===== config.mk =====
export PLATFORM = sky130hd
export DESIGN_NAME = seg7_scan_driver_flat
export DESIGN_NICKNAME = d
export VERILOG_FILES = /design/src/rtl/seg7_pkg.sv /design/src/rtl/seg7_scan_driver_if.sv /design/src/rtl/seg7_scan_timer.sv /design/src/rtl/seg7_scan_driver.sv /design/src/flat_wrapper.sv
export SDC_FILE = /design/constraint.sdc
export NUM_CORES = 1
export LEC_CHECK = 0
export ABC_AREA = 1
export BUFFER_PORTS_ARGS = -buffer_cell sky130_fd_sc_hd__buf_2
export CAP_MARGIN = 20
export CORE_ASPECT_RATIO = 1.75
export CORE_MARGIN = 2
export CORE_UTILIZATION = 50
export CTS_BUF_LIST = sky130_fd_sc_hd__clkbuf_8 sky130_fd_sc_hd__clkbuf_16
export CTS_CLUSTER_SIZE = 12
export DETAILED_ROUTE_END_ITERATION = 6
export GPL_TIMING_DRIVEN = 0
export PLACE_DENSITY = 0.74
export SLEW_MARGIN = 20
export SYNTH_ARGS = -nofsm -noshare
export SYNTH_HDL_FRONTEND = slang
export SYNTH_SLANG_ARGS = --single-unit
export TNS_END_PERCENT = 30

===== constraint.sdc =====
create_clock -name clk -period 4.5 [get_ports clk]
set_input_delay 1.35 -clock clk [delete_from_list [all_inputs] [get_ports clk]]
set_output_delay 1.35 -clock clk [all_outputs]
set_load 0.02 [all_outputs]

===== src/rtl/seg7_pkg.sv =====
// seg7_pkg: shared constants and helpers for the seven-segment scan driver.
//   - SEG_A..SEG_G       : bit positions of each segment within a 7-bit code
//   - SEG7_GLYPH_AL      : 16-entry active-low hex glyph table (0..9, A, b, C, d, E, F)
//   - seg7_encode()      : nibble -> segment code in the requested polarity
//   - seg7_off()         : all-segments-dark code in the requested polarity
package seg7_pkg;

  localparam int SEG_A = 6;
  localparam int SEG_B = 5;
  localparam int SEG_C = 4;
  localparam int SEG_D = 3;
  localparam int SEG_E = 2;
  localparam int SEG_F = 1;
  localparam int SEG_G = 0;

  // Code order is {a,b,c,d,e,f,g}; a 0 lights the segment.
  localparam logic [6:0] SEG7_GLYPH_AL [16] = '{
    7'b0000001, 7'b1001111, 7'b0010010, 7'b0000110,
    7'b1001100, 7'b0100100, 7'b0100000, 7'b0001111,
    7'b0000000, 7'b0000100, 7'b0001000, 7'b1100000,
    7'b0110001, 7'b1000010, 7'b0110000, 7'b0111000
  };

  function automatic logic [6:0] seg7_encode(input logic [3:0] nibble, input logic active_low);
    logic [6:0] glyph;
    glyph = SEG7_GLYPH_AL[nibble];
    return active_low ? glyph : ~glyph;
  endfunction

  function automatic logic [6:0] seg7_off(input logic active_low);
    return active_low ? 7'b1111111 : 7'b0000000;
  endfunction

endpackage


===== src/rtl/seg7_scan_driver_if.sv =====
// seg7_scan_driver_if: valid/ready load channel into the scan driver.
//   load_valid  producer offers a new value
//   load_ready  driver's pending buffer is empty
//   load_value  packed hex nibbles, nibble i -> digit i (digit 0 = least significant)
//   load_dp     decimal-point pattern latched together with load_value
// Modports: master = producer (CPU side), slave = seg7_scan_driver.
interface seg7_scan_driver_if #(
  parameter int NUM_DIGITS = 4
);
  logic                      load_valid;
  logic                      load_ready;
  logic [4*NUM_DIGITS-1:0]   load_value;
  logic [NUM_DIGITS-1:0]     load_dp;

  modport master (output load_valid, output load_value, output load_dp, input load_ready);
  modport slave  (input load_valid, input load_value, input load_dp, output load_ready);
endinterface


===== src/rtl/seg7_scan_timer.sv =====
// seg7_scan_timer: slot prescaler and digit index for the multiplexed display.
//   clk, reset   clock and asynchronous active-high reset
//   enable       0 holds prescaler at 0 and index at NUM_DIGITS-1
//   idx_o        digit currently being scanned (counts down, MS digit first)
//   boundary_o   combinational: last cycle of the last slot of a frame
module seg7_scan_timer #(
  parameter int NUM_DIGITS  = 4,
  parameter int REFRESH_DIV = 100000,
  localparam int IW = (NUM_DIGITS > 1) ? $clog2(NUM_DIGITS) : 1
) (
  input  logic          clk,
  input  logic          reset,
  input  logic          enable,
  output logic [IW-1:0] idx_o,
  output logic          boundary_o
);

  localparam int PW = (REFRESH_DIV > 1) ? $clog2(REFRESH_DIV) : 1;
  localparam logic [IW-1:0] IDX_TOP = IW'(NUM_DIGITS - 1);
  localparam logic [PW-1:0] PRE_TOP = PW'(REFRESH_DIV - 1);

  logic [PW-1:0] presc_q, presc_d;
  logic [IW-1:0] idx_q, idx_d;
  logic          slot_wrap_s;

  // Next prescaler/index; disabling parks the scan at the start of a frame.
  always_comb begin
    presc_d     = presc_q;
    idx_d       = idx_q;
    slot_wrap_s = (presc_q == PRE_TOP);
    if (!enable) begin
      presc_d = '0;
      idx_d   = IDX_TOP;
    end else if (slot_wrap_s) begin
      presc_d = '0;
      if (idx_q == '0) begin
        idx_d = IDX_TOP;
      end else begin
        idx_d = idx_q - IW'(1);
      end
    end else begin
      presc_d = presc_q + PW'(1);
    end
  end

  // Scan counter state.
  always_ff @(posedge clk or posedge reset) begin
    if (reset) begin
      presc_q <= '0;
      idx_q   <= IDX_TOP;
    end else begin
      presc_q <= presc_d;
      idx_q   <= idx_d;
    end
  end

  assign idx_o      = idx_q;
  assign boundary_o = enable && slot_wrap_s && (idx_q == '0);

endmodule


===== src/rtl/seg7_scan_driver.sv =====
// seg7_scan_driver: double-buffered, time-multiplexed seven-segment controller.
//   clk, reset   clock and asynchronous active-high reset
//   enable       scanning enable (0 = display dark, pending copied straight through)
//   load_if      valid/ready load channel (seg7_scan_driver_if.slave)
//   blank_mask   live per-digit blanking, bit i = 1 keeps digit i dark
//   anode        digit select, one-hot in ACTIVE_LOW polarity
//   seg          segments, seg[6]=a .. seg[0]=g
//   dp           decimal point of the digit being shown
//   frame_done   one-cycle pulse the cycle after each frame boundary
// Optional: define SEG7_LEADING_ZERO_BLANK_EN to darken leading zero digits.
module seg7_scan_driver
  import seg7_pkg::*;
#(
  parameter int NUM_DIGITS  = 4,
  parameter int REFRESH_DIV = 100000,
  parameter bit ACTIVE_LOW  = 1'b1
) (
  input  logic                  clk,
  input  logic                  reset,
  input  logic                  enable,
  seg7_scan_driver_if.slave     load_if,
  input  logic [NUM_DIGITS-1:0] blank_mask,
  output logic [NUM_DIGITS-1:0] anode,
  output logic [6:0]            seg,
  output logic                  dp,
  output logic                  frame_done
);

  localparam int IW = (NUM_DIGITS > 1) ? $clog2(NUM_DIGITS) : 1;
  localparam logic [NUM_DIGITS-1:0] ANODE_OFF = {NUM_DIGITS{ACTIVE_LOW}};

  logic [IW-1:0]           idx_s;
  logic                    boundary_s;

  logic                    ready_q, ready_d;
  logic [4*NUM_DIGITS-1:0] pend_val_q, pend_val_d, disp_val_q, disp_val_d;
  logic [NUM_DIGITS-1:0]   pend_dp_q, pend_dp_d, disp_dp_q, disp_dp_d;
  logic [NUM_DIGITS-1:0]   anode_q, anode_d;
  logic [6:0]              seg_q, seg_d;
  logic                    dp_q, dp_d;
  logic                    frame_done_q, frame_done_d;

  logic [NUM_DIGITS-1:0]   lz_blank_s;
  logic [NUM_DIGITS-1:0]   sel_s;
  logic [3:0]              nib_s;
  logic                    dp_bit_s;
  logic                    hide_s;
  logic                    seen_nz_s;

  seg7_scan_timer #(
    .NUM_DIGITS  (NUM_DIGITS),
    .REFRESH_DIV (REFRESH_DIV)
  ) u_timer (
    .clk        (clk),
    .reset      (reset),
    .enable     (enable),
    .idx_o      (idx_s),
    .boundary_o (boundary_s)
  );

  // Pending/display buffers: a load is only promoted at a frame boundary
  // (or any cycle while disabled), so a frame never mixes two values.
  always_comb begin
    ready_d    = ready_q;
    pend_val_d = pend_val_q;
    pend_dp_d  = pend_dp_q;
    disp_val_d = disp_val_q;
    disp_dp_d  = disp_dp_q;
    if (!ready_q && (boundary_s || !enable)) begin
      disp_val_d = pend_val_q;
      disp_dp_d  = pend_dp_q;
      ready_d    = 1'b1;
    end else if (load_if.load_valid && ready_q) begin
      pend_val_d = load_if.load_value;
      pend_dp_d  = load_if.load_dp;
      ready_d    = 1'b0;
    end else begin
      ready_d    = ready_q;
    end
  end

`ifdef SEG7_LEADING_ZERO_BLANK_EN
  // Digits above the top nonzero nibble go dark; digit 0 and dp digits stay lit.
  always_comb begin
    lz_blank_s = '0;
    seen_nz_s  = 1'b0;
    for (int i = NUM_DIGITS - 1; i >= 1; i--) begin
      seen_nz_s     = seen_nz_s | (disp_val_q[4*i +: 4] != 4'h0);
      lz_blank_s[i] = !seen_nz_s && !disp_dp_q[i];
    end
  end
`else
  // Leading-zero blanking not built: every digit is shown.
  always_comb begin
    lz_blank_s = '0;
    seen_nz_s  = 1'b0;
  end
`endif

  // Select the scanned digit's data and build next-cycle pin values.
  always_comb begin
    sel_s    = '0;
    nib_s    = 4'h0;
    dp_bit_s = 1'b0;
    hide_s   = 1'b1;
    for (int i = 0; i < NUM_DIGITS; i++) begin
      if (idx_s == IW'(i)) begin
        sel_s[i] = 1'b1;
        nib_s    = disp_val_q[4*i +: 4];
        dp_bit_s = disp_dp_q[i];
        hide_s   = blank_mask[i] | lz_blank_s[i];
      end else begin
        sel_s[i] = 1'b0;
      end
    end
    frame_done_d = boundary_s;
    if (enable && !hide_s) begin
      if (ACTIVE_LOW) begin
        anode_d = ~sel_s;
      end else begin
        anode_d = sel_s;
      end
      seg_d = seg7_encode(nib_s, ACTIVE_LOW);
      dp_d  = dp_bit_s ^ ACTIVE_LOW;
    end else begin
      anode_d = ANODE_OFF;
      seg_d   = seg7_off(ACTIVE_LOW);
      dp_d    = ACTIVE_LOW;
    end
  end

  // Buffer and output registers.
  always_ff @(posedge clk or posedge reset) begin
    if (reset) begin
      ready_q      <= 1'b1;
      pend_val_q   <= '0;
      pend_dp_q    <= '0;
      disp_val_q   <= '0;
      disp_dp_q    <= '0;
      anode_q      <= ANODE_OFF;
      seg_q        <= seg7_off(ACTIVE_LOW);
      dp_q         <= ACTIVE_LOW;
      frame_done_q <= 1'b0;
    end else begin
      ready_q      <= ready_d;
      pend_val_q   <= pend_val_d;
      pend_dp_q    <= pend_dp_d;
      disp_val_q   <= disp_val_d;
      disp_dp_q    <= disp_dp_d;
      anode_q      <= anode_d;
      seg_q        <= seg_d;
      dp_q         <= dp_d;
      frame_done_q <= frame_done_d;
    end
  end

  assign load_if.load_ready = ready_q;
  assign anode              = anode_q;
  assign seg                = seg_q;
  assign dp                 = dp_q;
  assign frame_done         = frame_done_q;

endmodule

===== src/flat_wrapper.sv =====
// flat-port wrapper written by rule: the top's interface ports become plain ports
module seg7_scan_driver_flat import seg7_pkg::*;
#(
  parameter int NUM_DIGITS  = 4,
  parameter int REFRESH_DIV = 100000,
  parameter bit ACTIVE_LOW  = 1'b1
)
  (clk, reset, enable, blank_mask, anode, seg, dp, frame_done, load_if_load_valid, load_if_load_value, load_if_load_dp, load_if_load_ready);
  seg7_scan_driver_if #(.NUM_DIGITS(NUM_DIGITS)) load_if_i ();
  input  logic clk;
  input  logic reset;
  input  logic enable;
  input  logic [NUM_DIGITS-1:0] blank_mask;
  output logic [NUM_DIGITS-1:0] anode;
  output logic [6:0] seg;
  output logic dp;
  output logic frame_done;
  input wire logic [$bits(load_if_i.load_valid)-1:0] load_if_load_valid;
  input wire logic [$bits(load_if_i.load_value)-1:0] load_if_load_value;
  input wire logic [$bits(load_if_i.load_dp)-1:0] load_if_load_dp;
  output wire logic [$bits(load_if_i.load_ready)-1:0] load_if_load_ready;
  assign load_if_i.load_valid = load_if_load_valid;
  assign load_if_i.load_value = load_if_load_value;
  assign load_if_i.load_dp = load_if_load_dp;
  assign load_if_load_ready = load_if_i.load_ready;
  seg7_scan_driver #(.NUM_DIGITS(NUM_DIGITS), .REFRESH_DIV(REFRESH_DIV), .ACTIVE_LOW(ACTIVE_LOW)) u_core (.clk(clk), .reset(reset), .enable(enable), .load_if(load_if_i), .blank_mask(blank_mask), .anode(anode), .seg(seg), .dp(dp), .frame_done(frame_done));
endmodule

Word level (Yosys, flattened, before mapping)
Memories as Yosys holds them, arrays and structs flattened. Index checks and enable logic that the tools add are counted.

Memories: 1. Memory bits (read-only): 112. Word-level logic and storage cells: 64. Flip-flop bits (word level): 73. Output and inout bits: 14. Input bits: 28.

Memory list: (name not given) (words 16, width 7, rd ports 1, clocked after Yosys merged registers in 0, wr ports 0, line seg7_pkg.sv:26) `glyph = SEG7_GLYPH_AL[nibble];`.

Equal/unequal tests: 5. Reduce and logical (&&, ||, !) cells: 12. Bitwise operators: 4. $lt $le $gt $ge: 1. Multiplexer cells: 28. $add $sub $neg: 2.

Operators by type and width (count): two-way mux 17 bit (2); two-way mux 7 bit (3); two-way mux 4 bit (5); adder 17 x 1 -> 17 bit (second input constant) (1); equality test 17 bit (second input constant) (1); two-way mux 1 bit (15); two-way mux 2 bit (3); >= comparator 5 bit (second input constant) (1); logical AND 1 bit (5); inverter 4 -> 5 bit (1); equality test 2 bit (second input constant) (2); inverter 4 bit (1); zero test 1 bit (3); equality test 2 x 1 -> 1 bit (second input constant) (1); zero test 2 bit (1); != test 2 x 1 -> 1 bit (second input constant) (1); inverter 1 bit (2); AND reduction 2 bit (1); nonzero test 2 bit (1); subtractor 2 x 1 -> 2 bit (second input constant) (1); logical OR 1 bit (1).

Longest topological paths before layout
Depth after elaboration: 10. Depth in mapped cells: 14. Gate-level depth less buffers: 13.

Modules after synthesis
From an unflattened synthesis, not the netlist that was laid out.

Cell total of the unflattened synthesis: 417. Area, all modules: 3534.6 sq um.

By module, submodules not included: seg7_scan_driver (area each 2469.9 sq um, instances 1, cells each 276, seq. area each 1367.6 sq um); seg7_scan_timer (area each 1064.8 sq um, instances 1, cells each 141, seq. area each 478.0 sq um).

Worst setup path after synthesis
Ideal clock, no wire load.

Path type: input-to-reg. From: in enable. To: reg u_core.disp_dp_q[0]. Arrival time: 1.952 ns. Path slack: 2.431 ns. Stages on the path: 6. Buffers on the path: 1. Data required time: 4.383 ns. Library setup time: 0.117 ns. Cell sequence: inv_1 o21bai_4 nand2_4 buf_6 nand2_1 nand2_1.

Word-level cells in the longest chain between the ends: 4. Elaborated cells between the ends (all ways): 5. Classes of those cells: reduce/logical (5).

RTL lines: from (decl) (line flat_wrapper.sv:12) `input logic enable;`; logical AND 1 bit (2 in series) (line seg7_scan_timer.sv:58) `assign boundary_o = enable && slot_wrap_s && (idx_q == '0);`; logical OR 1 bit * (line seg7_scan_driver.sv:69) `if (!ready_q && (boundary_s || !enable)) begin`; logical AND 1 bit * (line seg7_scan_driver.sv:69); to (signal assigned) (line seg7_scan_driver.sv:149) `disp_dp_q <= disp_dp_d;`; to (decl) (line seg7_scan_driver.sv:37) `logic [NUM_DIGITS-1:0] pend_dp_q, pend_dp_d, disp_dp_q, disp_dp_d;`.

Every way passes the cells marked *; elsewhere a longest branch is shown, timed or not. A chain may end at the register's enable or synchronous reset.

Final worst setup path
From: reg u_core.ready_q, in the netlist u_core.load_if.load_ready. To: out load_if_load_ready.

RTL lines: from (decl) (line seg7_scan_driver.sv:35) `logic ready_q, ready_d;`; from (signal assigned) (line seg7_scan_driver.sv:145) `ready_q <= ready_d;`; to (decl) (line flat_wrapper.sv:21) `output wire logic [$bits(load_if_i.load_ready)-1:0] load_if_load_ready;`.

No word-level cell between the ends.

==> results.txt <==
syn_nets - 432
setup_tns - 0 ns
combinational share of power - 19.0%
most frequent cell after synthesis - nand2_1
Worst EP arrival - 1.03 ns
Detailed Place HPWL - 5240 um
Die X - 67.6 um
R2R depth - 12
crit-path cells - buf_2
GRT overflow - 0
Hold Vio Cnt, Final - 0
average size of a mapped cell - 9.00 sq um
family with the most delay on the worst path - flip-flops
ant diodes - 0
Post CTS Setup Buffer Count - 0
hold crit path type - reg -> reg
TritonCTS Sinks - 73
register bit count reported by yosys - 73
period utilization - 52.9%
Synth area leaders - dfrtp_1 (41%), nand2_1 (11%), dfstp_2 (11%), mux2_2 (6.4%), nand3_1 (5.2%)
hold slack - 0.461 ns
Routed Antenna Nets - 0
Max Fclk - 0.420 GHz
critical setup path kind - reg -> out
fin worst setup slack - 2.12 ns
asr flop ratio synth - 100%
skew final - 0.00317 ns
crit path max fanout - 3
drt first pass iters - 4
setup repair after global routing missed its margin - false
Slew Limit Headroom - 68.2%
peak supply drop - 0.370 mV
Core Rows - 40
placer congestion estimate - 0.799
GRT Util Overall - 20.7%
post-synth cell types - 31
H-tree depth - 3
critical path startpoint category - register
cells after synthesis - 393
Non-Filler Instances - 535
layout cells sized above 1 - 27.1%
Vias/cell - 5.08
Least-Margin Pin Slew - 0.476 ns
hold_buf cts - 0
Mapped Area - 3540 sq um
die area - 7790 sq um
height of the chip - 115 um
clk slew on worst S/H paths - 0.05 ns
number of top-level pins - 42
status - completed
CTS tree - built
core area - 6860 sq um
worst-skew pair later-pin latency - 0.33 ns
max-cap violations - 0
WL per Instance - 13.0 um
PwrDens - 474 nW/um^2
sw power - 0.544 mW
leakage - 2.08 nW
sw frac - 27.4%
Hold Path Depth - 1
first-pass GRT wire length - 12000 um
sequential-to-total area share from yosys stat - 52.2%
Main synth FF type - dfrtp_1
CTS buffer count - 9
nets - 485
via count - 2716
post-layout minimum cycle time - 2.38 ns
Initial Util - 51.6%
vias in the first global route - 2818
part of the power in registers - 43.1%
largest net degree at the start of global routing - 39
post-synth top area cell - dfrtp_1
commonest cells in the netlist - nand2_1 (108), dfrtp_1 (58), nor2_1 (43)
Int Power - 1.44 mW
Final setup viols - 0
WP depth - 1
antenna violations before repair - 0
slowest stage delay, CP - 0.54 ns
Clock Path Buffers - 2
Iter 0 DRT Violations - 111
Crit-path slowest cell - dfstp_2
synth warn - 0
CTS resizes - 0
area share of the largest cell type after synthesis - 41.0%
Cells after DPL - 519
Slew Limit Fails - 0
Tot Pwr - 1.99 mW
worst endpoint required time - 3.15 ns
# DRC - 0
WP buf/inv - 1
CTS Root Cell - clkbuf_16
Clock Power Share - 37.9%
Worst setup EP type - output pin
Synth-to-Final Area Change - 18.5%
input/output buffers - 41
final WL - 6930 um
EDFF count, synth - 0
Post-Place Worst Slack - 2.12 ns
[layout by cell type (no fill, tap or decap), types with 2 or more instances in the layout]
cell and count:
nand2_1 108, dfrtp_1 58, buf_2 45, nor2_1 43, nand3_1 37, inv_1 28
mux2_2 20, a21oi_1 16, dfstp_2 15, ha_1 11, clkbuf_16 9, o21ai_0 8
inv_2 6, nor3_1 6, buf_6 5, clkinv_2 3, nand2_4 3, o21ai_1 3
o211ai_1 3, nand2_2 2, clkbuf_1 2, o31ai_1 2, buf_4 2, xor2_1 2
bufinv_16 2
[worst paths after layout]
kind | from | to | slack (ns)
max | u_core.load_if.load_ready | load_if_load_ready | 2.12
min | u_core.disp_dp_q[3] | u_core.dp | 0.46
max reg2reg | u_core.u_timer.idx_o[0] | u_core.seg[5] | 2.15
min reg2reg | u_core.disp_dp_q[3] | u_core.dp | 0.46
max in group asynchronous | reset | u_core.load_if.load_ready | 2.85
min in group asynchronous | reset | u_core.u_timer.presc_q[16] | 1.05
[sequential cells by signal, indices dropped and copies added (netlist names)]
| register | cells |
|---|---|
| u_core.u_timer.idx_o | 2 |
| u_core.u_timer.presc_q | 17 |
| u_core.disp_dp_q | 4 |
| u_core.dp | 1 |
| u_core.anode | 4 |
| u_core.pend_val_q | 16 |
| u_core.disp_val_q | 16 |
| u_core.pend_dp_q | 4 |
| u_core.load_if.load_ready | 1 |
| u_core.seg | 7 |
| u_core.frame_done | 1 |
[cell families (layout without fill, tap and decap cells)]
group,Yosys count,after routing,share of synthesized area (%)
muxes,20,20,6.37
AOI/OAI and AO/OA,35,35,5.98
buffers and inverters,48,106,6.54
adders and majority gates,11,11,3.89
DFF,73,73,52.2
xor gates and xnor gates,2,2,0.495
and+or+nand+nor,204,204,24.6
[per-stage QoR]
stage	util [%]	instance area (sq um)
after floorplan	-	3540
after global placement	56.1	3850
after detailed placement	56.5	3870
after CTS	61.1	4190
after global routing	61.1	4190
final	61.1	4190
[final cells by class]
class                   count  area (sq um)
fillers                   571          2660
flip-flops and latches     73          1850
multi-input cells         272          1460
clock buffers              10           239
repair buffers             42           225
inverters                  35           135
well taps                  84           105
plain buffers              13          98.8
clock inverters             6          82.6
[power groups by stage]
| stage | clock [mW] | sequential, mW | combinational (mW) |
|---|---|---|---|
| after CTS | 0.768 | 0.857 | 0.382 |
| final | 0.752 | 0.858 | 0.378 |
| after floorplan | 0 | 0.868 | 0.270 |
| after detailed placement | 0 | 0.868 | 0.379 |
| after global routing | 0.800 | 0.871 | 0.432 |
| after global placement | 0 | 0.864 | 0.361 |
[metal layers]
metal  part of all wire (%)  vias to the layer above  GRT usage (%)
met5                      0                        -              0
met4                    3.6                        0           12.5
met3                    3.7                       16           5.09
met2                     54                       57           35.2
met1                     39                     1274           22.4
li1                       -                     1369              -
No activity file was read; power rests on OpenSTA's default activity.
